--- src/rtl/cache_mem_arbiter.sv ---
// cache_mem_arbiter: serialises I-cache and D-cache line requests onto one
// physical memory port.
//
// Handshake: a cache holds its request level until it sees a one-cycle resp
// pulse. The arbiter latches the winning request in IDLE. It holds the pmem
// strobe with stable address/data until pmem_resp. It then spends exactly one
// DONE cycle pulsing resp to the granted cache. Requests seen during DONE are
// ignored, so a requester can drop its request without being re-granted.
//
// Optional feature macro: ARB_ROUND_ROBIN_EN (alternating tie-break; the
// default is strict D-cache priority).
module cache_mem_arbiter #(
  parameter int ADDR_W = 16,
  parameter int LINE_W = 128
) (
  input  logic              clk,
  input  logic              rst_n,
  input  logic              icache_read,
  input  logic [ADDR_W-1:0] icache_address,
  output logic [LINE_W-1:0] icache_rdata,
  output logic              icache_resp,
  input  logic              dcache_read,
  input  logic              dcache_write,
  input  logic [ADDR_W-1:0] dcache_address,
  input  logic [LINE_W-1:0] dcache_wdata,
  output logic [LINE_W-1:0] dcache_rdata,
  output logic              dcache_resp,
  output logic              pmem_read,
  output logic              pmem_write,
  output logic [ADDR_W-1:0] pmem_address,
  output logic [LINE_W-1:0] pmem_wdata,
  input  logic [LINE_W-1:0] pmem_rdata,
  input  logic              pmem_resp,
  output logic [1:0]        o_dbg_state
);

  typedef enum logic [1:0] {
    IDLE    = 2'd0,
    SERVE_I = 2'd1,
    SERVE_D = 2'd2,
    DONE    = 2'd3
  } state_t;

  state_t r_state;
  state_t w_state_nxt;

  logic              r_pmem_read;
  logic              r_pmem_write;
  logic [ADDR_W-1:0] r_pmem_address;
  logic [LINE_W-1:0] r_pmem_wdata;
  logic [LINE_W-1:0] r_icache_rdata;
  logic [LINE_W-1:0] r_dcache_rdata;
  logic              r_icache_resp;
  logic              r_dcache_resp;

  logic w_d_req;
  logic w_i_req;
  logic w_grant_d;
  logic w_grant_i;
  logic w_take_resp;

  assign w_d_req = dcache_read | dcache_write;
  assign w_i_req = icache_read;

`ifdef ARB_ROUND_ROBIN_EN
  // r_last_d = 1 when the D-cache held the most recent grant.
  logic r_last_d;

  assign w_grant_d = w_d_req & (~w_i_req | ~r_last_d);

  // Track the most recent winner so that ties alternate.
  always_ff @(posedge clk or negedge rst_n) begin
    if (!rst_n) begin
      r_last_d <= 1'b0;
    end else if (r_state == IDLE && (w_d_req || w_i_req)) begin
      r_last_d <= w_grant_d;
    end
  end
`else
  assign w_grant_d = w_d_req;
`endif

  assign w_grant_i   = w_i_req & ~w_grant_d;
  assign w_take_resp = pmem_resp && (r_state == SERVE_I || r_state == SERVE_D);

  // State register.
  always_ff @(posedge clk or negedge rst_n) begin
    if (!rst_n) begin
      r_state <= IDLE;
    end else begin
      r_state <= w_state_nxt;
    end
  end

  // Next-state logic: grant in IDLE, wait for pmem_resp, one DONE cycle.
  always_comb begin
    w_state_nxt = r_state;
    case (r_state)
      IDLE: begin
        if (w_grant_d) begin
          w_state_nxt = SERVE_D;
        end else if (w_grant_i) begin
          w_state_nxt = SERVE_I;
        end
      end
      SERVE_I, SERVE_D: begin
        if (pmem_resp) begin
          w_state_nxt = DONE;
        end
      end
      DONE:    w_state_nxt = IDLE;
      default: w_state_nxt = IDLE;
    endcase
  end

  // Datapath: latch the granted request, capture read data, pulse resp.
  always_ff @(posedge clk or negedge rst_n) begin
    if (!rst_n) begin
      r_pmem_read    <= 1'b0;
      r_pmem_write   <= 1'b0;
      r_pmem_address <= '0;
      r_pmem_wdata   <= '0;
      r_icache_rdata <= '0;
      r_dcache_rdata <= '0;
      r_icache_resp  <= 1'b0;
      r_dcache_resp  <= 1'b0;
    end else begin
      r_icache_resp <= 1'b0;
      r_dcache_resp <= 1'b0;
      if (r_state == IDLE && w_grant_d) begin
        // Read and write together is treated as a write-back.
        r_pmem_address <= dcache_address;
        r_pmem_wdata   <= dcache_wdata;
        r_pmem_write   <= dcache_write;
        r_pmem_read    <= ~dcache_write;
      end else if (r_state == IDLE && w_grant_i) begin
        r_pmem_address <= icache_address;
        r_pmem_write   <= 1'b0;
        r_pmem_read    <= 1'b1;
      end
      if (w_take_resp) begin
        r_pmem_read  <= 1'b0;
        r_pmem_write <= 1'b0;
        if (r_state == SERVE_I) begin
          r_icache_rdata <= pmem_rdata;
          r_icache_resp  <= 1'b1;
        end else begin
          if (!r_pmem_write) begin
            r_dcache_rdata <= pmem_rdata;
          end
          r_dcache_resp <= 1'b1;
        end
      end
    end
  end

  assign pmem_read    = r_pmem_read;
  assign pmem_write   = r_pmem_write;
  assign pmem_address = r_pmem_address;
  assign pmem_wdata   = r_pmem_wdata;
  assign icache_rdata = r_icache_rdata;
  assign dcache_rdata = r_dcache_rdata;
  assign icache_resp  = r_icache_resp;
  assign dcache_resp  = r_dcache_resp;
  assign o_dbg_state  = r_state;

endmodule
--- config.mk ---
export PLATFORM = sky130hd
export DESIGN_NAME = cache_mem_arbiter
export DESIGN_NICKNAME = d
export VERILOG_FILES = /design/src/rtl/cache_mem_arbiter.sv
export SDC_FILE = /design/constraint.sdc
export NUM_CORES = 1
export LEC_CHECK = 0
export ABC_AREA = 1
export CAP_MARGIN = 20
export CORE_AREA = 4 4 274 276
export CTS_CLUSTER_DIAMETER = 200
export DETAILED_ROUTE_END_ITERATION = 16
export DIE_AREA = 0 0 278 280
export GPL_ROUTABILITY_DRIVEN = 0
export GPL_TIMING_DRIVEN = 0
export PLACE_DENSITY = 0.49
export SYNTH_ARGS = -nofsm -noshare
export SYNTH_HDL_FRONTEND = slang
export SYNTH_SLANG_ARGS = --single-unit
--- constraint.sdc ---
create_clock -name clk -period 1.6 [get_ports clk]
set_clock_uncertainty 0.05 [all_clocks]
set_input_delay 0.48 -clock clk [delete_from_list [all_inputs] [get_ports clk]]
set_output_delay 0.48 -clock clk [all_outputs]
set_load 0.03 [all_outputs]
==> impl_metrics.ini, run 1 <==
[logic_synthesis]
synthesis.instances = 1695
syn-cell-area_um2 = 16100
sequential_cell_area_fraction_in_the_yosys_report_pct = 63.3
ys_top_cells_by_area = sky130_fd_sc_hd__dfrtp_1 63%, sky130_fd_sc_hd__nand2_1 13%, sky130_fd_sc_hd__o21ai_0 5.6%, sky130_fd_sc_hd__nand3_1 5.0%, sky130_fd_sc_hd__inv_1 4.0%
postSynthRegisterBits = 406
synthesis.nets = 1992
synthesis.yosys.warnings = 0
synth_top_area_share_pct = 63.3
synth_cell_type_count = 20
post-synth-top-area-cell = sky130_fd_sc_hd__dfrtp_1
post_synth.cell_area_avg_um2 = 9.47

[routing]
dr.first_iter.drc_count = 643
routed-wl-met2_um = 36400
drtAntennaViolNets = 0
maxUsedRoutingLayer = met5
totalWireLength_um = 70700
route.detailed.drc = 0
wl_met1_um = 26100
vias = 15157
dr_wl_met3_um = 6360
firstDrtPassIters = 5
drt-vias-per-instance = 4.24
routed_wire_length_per_instance_um = 19.8

[layout]
most_common_library_cell_in_the_layout_ignoring_fill_and_taps = sky130_fd_sc_hd__nand2_1
layout.cells.most_common_list = 500 x sky130_fd_sc_hd__nand2_1, 438 x sky130_fd_sc_hd__buf_6, 400 x sky130_fd_sc_hd__dfrtp_1, 292 x sky130_fd_sc_hd__clkdlybuf4s50_1, 167 x sky130_fd_sc_hd__inv_1
count_of_filler_cells_inserted_in_the_layout = 7156
final_layout_size_suffix_gt1_share_pct = 33.8
final_cells = 3576
num-nets-final = 2872
finish.utilization_pct = 40.2
area_growth_pct = 81.9

[die]
rows = 99
initial_utilization_pct = 22.1
number_of_top_level_design_ports = 700
die_w_um = 278
die_y_um = 280
core-area_um2 = 72600
die_area_um2 = 77800

[clocking]
clk_pin_slew_ns = 0.06
numClockSinks = 406
maximum_buffer_depth_of_the_clock_tree = 3
cts_made_buffers = 49
worstSkewPairLatency_ns = 0.56
clock_tree.htree_level_count = 2
cts_root_buffer = sky130_fd_sc_hd__clkbuf_16
cts_tree = done

[job]
timing.max_cap.violations = 0

[run_status]
violations_in_the_final_reports = negative hold slack, negative setup slack
run_status = finished, violations left

[sta]
minimum_clock_period_after_layout_ns = 1.72
period_share_pct = 107
max_slew_vio_count = 0
setup_repair_after_global_routing_missed_its_margin = yes
tightestPinTransition_ns = 0.663
timing.final.ws_setup_ns = -0.117
timing_hold_violations_final = 104
timing.hold.ws_ns = -0.155
finalSetupViolCount = 649
max_slew_margin_pct = 55.8
maxClockFrequency_ghz = 0.582

[placement]
post-place-cells = 3356
port-buffer-count = 699
dp_hpwl_um = 52000

[setup_path]
critical_path.cell_chain = buf_6
cpMaxStageDelayCell = sky130_fd_sc_hd__dfrtp_2
worst_setup_path_end_kind = output port
critPathMaxStageDelay_ns = 0.46
worst-path-buf-inv = 1
critical_path_peak_fanout = 2
critical_path.reg2reg.endpoint = icache_rdata[6]$_DFFE_PN0P_
timing.critical_path.depth = 1
timing.reg2reg.worst_path_depth = 9
critPathTopFamily = flip-flops
worst-setup-path-type = flip-flop to output port
worstPathArrival_ns = 1.19
r2r-start = o_dbg_state[0]$_DFFE_PN0P_
cp_data_required_time_ns = 1.07
timing.critical_path.from_type = flip-flop
ff2ff_setup_slack_ns = -0.11

[pwr]
irDropWorstVdd_mv = 1.11
power.leakage_nw = 14.7
powerDensity_nw_per_um2 = 2390

[global_route]
grt_pass1_vias = 15791
number_of_antenna_violations_at_the_first_check_in_global_routing = 10
grt_first_pass_wirelength_um = 100000
grt_overflow = 0
grt_util_all_layers_pct = 16.7
grt_max_degree = 120

[min_path]
hold_path.class = primary input to async pin
==> power breakdown <==
part	total (mW)	internal, mW	leakage [nW]	switching (mW)
Sequential	19.0	15.1	5.08	3.90
Clock	12.6	8.07	0.904	4.56
Combinational	38.2	16.9	8.68	21.3
==> synth_stat cells, drive strengths merged <==
| library cell | instances |
|---|---|
| inv | 171 |
| nand3 | 162 |
| nand4 | 2 |
| o21ai | 262 |
| dfrtp | 406 |
| ha | 3 |
| clkbuf | 14 |
| buf | 92 |
| nand2 | 576 |
| nor2 | 5 |
| a21oi | 2 |
==> sequential cells by signal, indices dropped and copies added, names as in the netlist <==
name / flops
pmem_read: 1
icache_resp: 1
o_dbg_state: 2
icache_rdata: 128
pmem_write: 1
pmem_wdata: 128
dcache_resp: 1
dcache_rdata: 128
pmem_address: 16
==> final cells by class <==
class	instances	area, µm²	area share [%]
timing repair buffer	829	8920	30.5
tap	959	1200	4.11
inverter	171	657	2.25
clock buffer	63	1390	4.76
sequential	406	10200	34.8
clock inverter	26	450	1.54
multi-input combinational	1012	5080	17.4
buffer	106	1330	4.55
antenna	4	10.0	0.0343
==> repair_timing <==
| action | 4_1_cts | 5_1_grt |
|---|---|---|
| gates cloned | 0 | 22 |
| resized for setup | 2898 | 384 |
| setup buffers | 98 | 7 |
| endpoints found under the setup margin | 811 | 873 |
| hold endpoints to repair | 104 | 104 |
==> kinds of logic (layout without fill, tap and decap cells) <==
logic type      count (synthesis)  after routing  synth area share, %
buf+inv                       277           1195                 9.31
compound gates                264            264                 8.37
fa+ha+maj                       3              3                0.234
flops                         406            406                 63.3
simple gates                  745            745                 18.8
other cells                     0              4                    0
==> worst max-delay path by stage <==
stage                                            start                           end  slack [ns]
after floorplan             o_dbg_state[1]$_DFFE_PN0P_   pmem_wdata[100]$_DFFE_PN0P_       0.005
after global placement                           rst_n    o_dbg_state[1]$_DFFE_PN0P_      -20.08
after detailed placement                  dcache_write    pmem_wdata[43]$_DFFE_PN0P_       -0.71
after CTS                   o_dbg_state[0]$_DFFE_PN0P_                o_dbg_state[0]       -0.18
after global routing        o_dbg_state[0]$_DFFE_PN0P_  icache_rdata[48]$_DFFE_PN0P_       -0.18
final                     dcache_rdata[10]$_DFFE_PN0P_              dcache_rdata[10]       -0.12
==> routing by layer <==
metal  up-vias  track usage, %
met5         -               0
met4        10            4.47
met3       101            6.57
met2       557            29.5
met1      7362            18.7
li1       7127               -
==> per-stage QoR <==
stage	worst slack (ns)	instance area, µm²	setup TNS (ns)	power (mW)
floorplan	0.00525	16100	0	34.8
detailed placement	-0.712	24400	-288.26	50.2
global route	-0.183	29200	-73.11	73.7
finish	-0.117	29200	-27.50	69.8
CTS	-0.178	27700	-64.36	67.3
global placement	-20.08	24300	-7680.41	50.0
No activity file was read; power rests on OpenSTA's default activity.
==> inputs of run 2 (changes only) <==
--- a/config.mk
+++ b/config.mk
@@ -7,10 +7,10 @@
 export LEC_CHECK = 0
 export ABC_AREA = 1
 export CAP_MARGIN = 20
-export CORE_AREA = 4 4 274 276
+export CORE_AREA = 2 2 272 274
 export CTS_CLUSTER_DIAMETER = 200
 export DETAILED_ROUTE_END_ITERATION = 16
-export DIE_AREA = 0 0 278 280
+export DIE_AREA = 0 0 274 276
 export GPL_ROUTABILITY_DRIVEN = 0
 export GPL_TIMING_DRIVEN = 0
 export PLACE_DENSITY = 0.49
==> constraint.sdc (replaced) <==
create_clock -name clk -period 1.6 [get_ports clk]
set_clock_uncertainty 0.05 [all_clocks]
set_input_delay 0.32 -clock clk [delete_from_list [all_inputs] [get_ports clk]]
set_output_delay 0.32 -clock clk [all_outputs]
set_load 0.03 [all_outputs]
==> impl_metrics.ini, run 2 (same netlist as run 1, synthesis figures left out) <==
[run_status]
run_status = finished, violations left
violations_in_the_final_reports = negative hold slack, negative setup slack

[routing]
route.detailed.drc = 0
routed_wire_length_per_instance_um = 19.4
totalWireLength_um = 67200
dr.first_iter.drc_count = 691
drtAntennaViolNets = 0
firstDrtPassIters = 5
vias = 14678
drt-vias-per-instance = 4.24

[sta]
finalSetupViolCount = 227
max_slew_margin_pct = 57.2
timing_hold_violations_final = 73
timing.hold.ws_ns = -0.369
setup_total_neg_slack_ns = -5.51
max_slew_vio_count = 0
minimum_clock_period_after_layout_ns = 1.70
maxClockFrequency_ghz = 0.589
timing.final.ws_setup_ns = -0.0971
setup_repair_after_global_routing_missed_its_margin = yes
period_share_pct = 106
tightestPinTransition_ns = 0.642

[setup_path]
cp_data_required_time_ns = 2.01
worst_setup_path_end_kind = flip-flop
timing.critical_path.from_type = flip-flop
worst-setup-path-type = flip-flop to flip-flop
worstPathArrival_ns = 2.11
worst-path-buf-inv = 4
critPathTopFamily = buffers and inverters
critical_path.cell_chain = inv_2 > ha_4 > nand2_8 > inv_8 > nand2_8 > clkbuf_16 > clkbuf_16 > nand2_2 > o21ai_2
critical_path_peak_fanout = 8
critPathMaxStageDelay_ns = 0.39
cpMaxStageDelayCell = sky130_fd_sc_hd__dfrtp_2

[global_route]
grt_pass1_vias = 15281
grt_max_degree = 117
grt_first_pass_wirelength_um = 98000
grt_util_all_layers_pct = 16.9
grt_overflow = 0
number_of_antenna_violations_at_the_first_check_in_global_routing = 5

[die]
number_of_top_level_design_ports = 700
rows = 99
die_y_um = 276
die_area_um2 = 75600
initial_utilization_pct = 22.1
core-area_um2 = 72600
die_w_um = 274

[layout]
final_layout_size_suffix_gt1_share_pct = 28.6
count_of_filler_cells_inserted_in_the_layout = 7567
num-nets-final = 2761
area_growth_pct = 56.0
layout.cells.most_common_list = 524 x sky130_fd_sc_hd__nand2_1, 400 x sky130_fd_sc_hd__dfrtp_1, 386 x sky130_fd_sc_hd__buf_2, 292 x sky130_fd_sc_hd__clkdlybuf4s50_1, 167 x sky130_fd_sc_hd__inv_1
most_common_library_cell_in_the_layout_ignoring_fill_and_taps = sky130_fd_sc_hd__nand2_1

[clocking]
worstSkewPairLatency_ns = 0.58
clk_pin_slew_ns = 0.07
maximum_buffer_depth_of_the_clock_tree = 3
clock_tree.htree_level_count = 2
numClockSinks = 406
cts_root_buffer = sky130_fd_sc_hd__clkbuf_16
cts_tree = done
cts_made_buffers = 49

[placement]
port-buffer-count = 699
dp_hpwl_um = 50400

[pwr]
post-layout-total-power_mw = 58.7
powerDensity_nw_per_um2 = 2340
irDropWorstVdd_mv = 1.09
power.leakage_nw = 13.1

[min_path]
hold_path.class = primary input to async pin

[job]
timing.max_cap.violations = 0
-- run 2: cell types whose count changed in the layout (fill, tap and decap cells not counted), sizes merged --
cell | previous run | this run
clkbuf | 100 | 89
bufinv | 12 | 4
buf | 606 | 510
clkinvlp | 2 | 4
diode | 4 | 2
clkinv | 10 | 11
-- run 2: what timing repair did --
| action | in CTS | in global routing |
|---|---|---|
| gates cloned | 0 | 9 |
| setup buffers | 7 | 2 |
| endpoints found under the setup margin | 811 | 401 |
| resized for setup | 2147 | 200 |
| pin swaps | 0 | 1 |
| hold endpoints to repair | 73 | 73 |
-- run 2: report_power, final --
group	leakage, nW	internal, mW	total, mW	switching (mW)
combinational	7.22	9.25	29.5	20.2
sequential	5.08	15.1	17.9	2.79
clock	0.800	6.75	11.3	4.59
total	13.1	31.1	58.7	27.6
-- run 2: path summary, 6_finish.rpt --
| kind | endpoint | slack [ns] | from | cells after the start |
|---|---|---|---|---|
| min reg2reg | pmem_wdata[66]$_DFFE_PN0P_ | 0.42 | pmem_wdata[66]$_DFFE_PN0P_ | 2 |
| min | icache_rdata[77]$_DFFE_PN0P_ | -0.37 | rst_n | 1 |
| min in group clk | pmem_wdata[85]$_DFFE_PN0P_ | 0.24 | dcache_wdata[85] | 3 |
| max in group asynchronous | pmem_wdata[8]$_DFFE_PN0P_ | 0.26 | rst_n | 3 |
| max | icache_rdata[32]$_DFFE_PN0P_ | -0.1 | o_dbg_state[0]$_DFFE_PN0P_ | 9 |
| max reg2reg | icache_rdata[32]$_DFFE_PN0P_ | -0.1 | o_dbg_state[0]$_DFFE_PN0P_ | 9 |
-- run 2: cell type report --
type / instances / area (µm²) / area share, %
Clock inverter: 21 / 245 / 0.979
Antenna cell: 2 / 5.00 / 0.0200
Sequential cell: 406 / 10200 / 40.6
Clock buffer: 67 / 1390 / 5.56
Inverter: 171 / 652 / 2.60
Multi-Input combinational cell: 1012 / 4770 / 19.0
Buffer: 104 / 1160 / 4.63
Tap cell: 959 / 1200 / 4.79
Timing Repair Buffer: 720 / 5460 / 21.8
-- run 2: metal layers --
layer  share of wire [%]  wire length, µm  global-route usage (%)
met3                 8.7             5840                    5.51
met4                 2.1             1390                    4.18
met5               0.019               13                       0
met2                  51            34400                    30.5
met1                  38            25500                    19.1
-- run 2: worst register-to-register path, stage by stage (launching register included) --
cell	delay (ns)
sky130_fd_sc_hd__dfrtp_2	0.39
sky130_fd_sc_hd__inv_2	0.06
sky130_fd_sc_hd__ha_4	0.29
sky130_fd_sc_hd__nand2_8	0.07
sky130_fd_sc_hd__inv_8	0.08
sky130_fd_sc_hd__nand2_8	0.10
sky130_fd_sc_hd__clkbuf_16	0.23
sky130_fd_sc_hd__clkbuf_16	0.19
sky130_fd_sc_hd__nand2_2	0.07
sky130_fd_sc_hd__o21ai_2	0.05
-- run 2: metrics by stage --
| stage | utilization [%] | instance area [µm²] | instances | hold slack (ns) | setup slack, ns |
|---|---|---|---|---|---|
| after floorplan | - | 16100 | 1695 | -0.0256 | 0.00525 |
| after global placement | 33.5 | 24300 | 3353 | 0.407 | -19.70 |
| after detailed placement | 33.6 | 24400 | 3356 | 0.275 | -0.607 |
| after CTS | 33.6 | 24400 | 3450 | -0.365 | -0.117 |
| after global routing | 34.5 | 25000 | 3462 | -0.325 | -0.186 |
| final | 34.5 | 25000 | 3462 | -0.369 | -0.0971 |
==> edit (flow settings as in run 1) <==
The option `ARB_ROUND_ROBIN_EN` is turned on by a define.
--- a/src/rtl/cache_mem_arbiter.sv
+++ b/src/rtl/cache_mem_arbiter.sv
@@ -11,2 +11,4 @@
 // default is strict D-cache priority).
+`define ARB_ROUND_ROBIN_EN
+
 module cache_mem_arbiter #(
Check against the original RTL: not settled (the Yosys comparison gave no result); the edit may change what the design does.
==> edit against run 1 <==
- the flow still finishes with violations (hold timing, setup timing)
- area after synthesis is 2.6% higher
- cell area is 4.3% higher
- critical endpoint is now icache_rdata[75]
- power is 3.2% higher
- core utilization increased by 1.7 points
- non-clock buffer count rose by 89
- critical path type is now reg2reg
- routed wire length grew 0.22%
- worst setup slack lost 0.0028 ns
- sequential cell count grew 1
==> edit: results (changes against run 1) <==
[run_status]
status=complete, but fails checks
violations=hold timing, setup timing

[clocking]
clk_latency_ns=0.58  ; +0.02 ns
cts_buffers=50  ; +2.0%

[synth]
synth_area_leaders=dfrtp_1, nand2_1, inv_1, o21ai_1, o21ai_2
yosysUniqueCellTypes=20  ; unchanged
synth_compound_area_share_pct=13.98  ; +5.6 points
synth.avg_cell_area_um2=9.758  ; +3.0%
synth.net_count=1985  ; -0.35%
yosysSeqAreaShare_pct=61.84  ; -1.4 points
synthAdderAreaFrac_pct=0.2279  ; -0.0059 points
ys_top_cells_by_count=nand2_1, dfrtp_1, inv_1

[route]
vias_per_cell=4.155  ; -2.0%
wl_met2_um=35800  ; -1.6%
wl_met1_um=26870  ; +2.8%
drtIter0Drc=516  ; -20%
wl_met3_um=6182  ; -2.8%
wl_per_cell_um=19.30  ; -2.4%
first_pass_iters=4  ; -1

[worst_setup_path]
slowest_stage=dfrtp_2
cp_max_fo=9  ; +7
slowest_delay_ns=0.41  ; -0.05 ns
worstReg2RegStart=o_dbg_state[0]
r2r-end=icache_rdata[75]
path_delay_family=buffers and inverters
r2r.worst_path.cells=9  ; unchanged

[sta]
setup_ws_ns=-0.1199  ; -0.002825 ns
setup_tns_ns=-32.36  ; -4.865 ns
whs_ns=-0.2264  ; -0.07137 ns
setup_violations=655  ; +0.92%
worst_pin_slew_ns=0.6567  ; -0.006131 ns
hold_violations=79  ; -24%

[min_path]
hp-class=in2async

[placement]
dp_slack_ns=-0.5948  ; +0.1169 ns
hpwlAfterDp_um=50010  ; -3.8%
placed_area_um2=24810  ; +1.8%
dp_cells=3349  ; -0.21%

[grt]
grt.met1_usage_pct=18.99  ; +0.28 points
track_usage_pct=16.63  ; -0.029 points
grt_start_max_net_pins=121  ; +0.83%
antenna_found_initial=4  ; -6
grt_pass1_wl_um=99710  ; -0.67%
grt_pass1_vias=15730  ; -0.41%
grtUsageMet2_pct=29.22  ; -0.32 points
grt_use_met3_pct=6.216  ; -0.35 points

[final_layout]
final_cells=3671  ; +2.7%
drive_above_1_share_pct=39.94  ; +6.2 points
nNetsFinal=2967  ; +3.3%

[power]
peakVddDrop_v=0.001157  ; +4.2%
p_leak_nw=15.42  ; +5.2%

edit: cell count changes in the layout (fill, tap and decap cells not counted), moves of 8 or more:
cell / run 1 / this run
o21ai_0: 70 / 38
clkbuf_1: 5 / 13
buf_16: 4 / 12
buf_4: 114 / 204
buf_2: 12 / 1
bufinv_16: 12 / 3
nand2_1: 500 / 378
inv_1: 167 / 295
o21ai_2: 62 / 179
o21ai_1: 129 / 167
nand2_2: 33 / 41
nand4_1: 2 / 17
nand3_1: 160 / 18
edit: layout make-up:
class / instances / area, µm²
well taps: 959 / 1200
plain buffers: 93 / 1304
flip-flops and latches: 407 / 10190
clock buffers: 76 / 1490
multi-input cells: 887 / 5052
inverters: 300 / 1139
repair buffers: 931 / 9908
diodes: 3 / 7.507
clock inverters: 15 / 178.9
fillers: 7089 / 42120
edit: worst max path at each step:
stage               startpoint                to  slack (ns)  cells past startpoint
6_report        o_dbg_state[0]  icache_rdata[75]       -0.12                      9
5_1_grt         o_dbg_state[0]  icache_rdata[84]       -0.17                      9
4_1_cts        pmem_wdata[126]   pmem_wdata[126]       -0.16                      1
3_5_place_dp             rst_n  dcache_rdata[73]       -0.59                      3
3_3_place_gp             rst_n    o_dbg_state[0]      -20.20                      1
2_1_floorplan   o_dbg_state[0]  icache_rdata[16]       0.003                      9
edit: power by group:
part / switching [mW] / internal, mW / leakage [nW]
Sequential: 3.75 / 15.2 / 5.08
Clock: 4.56 / 6.91 / 0.823
Combinational: 22.4 / 19.2 / 9.52
Total: 30.7 / 41.3 / 15.4
edit: timing repair:
action | 4_1_cts | 5_1_grt
gates resized for setup | 2953 | 255
pin swaps | 1 | 6
cloned | 8 | 23
setup buffers | 84 | 115
setup endpoints to repair | 802 | 918
endpoints found under the hold margin | 79 | 79
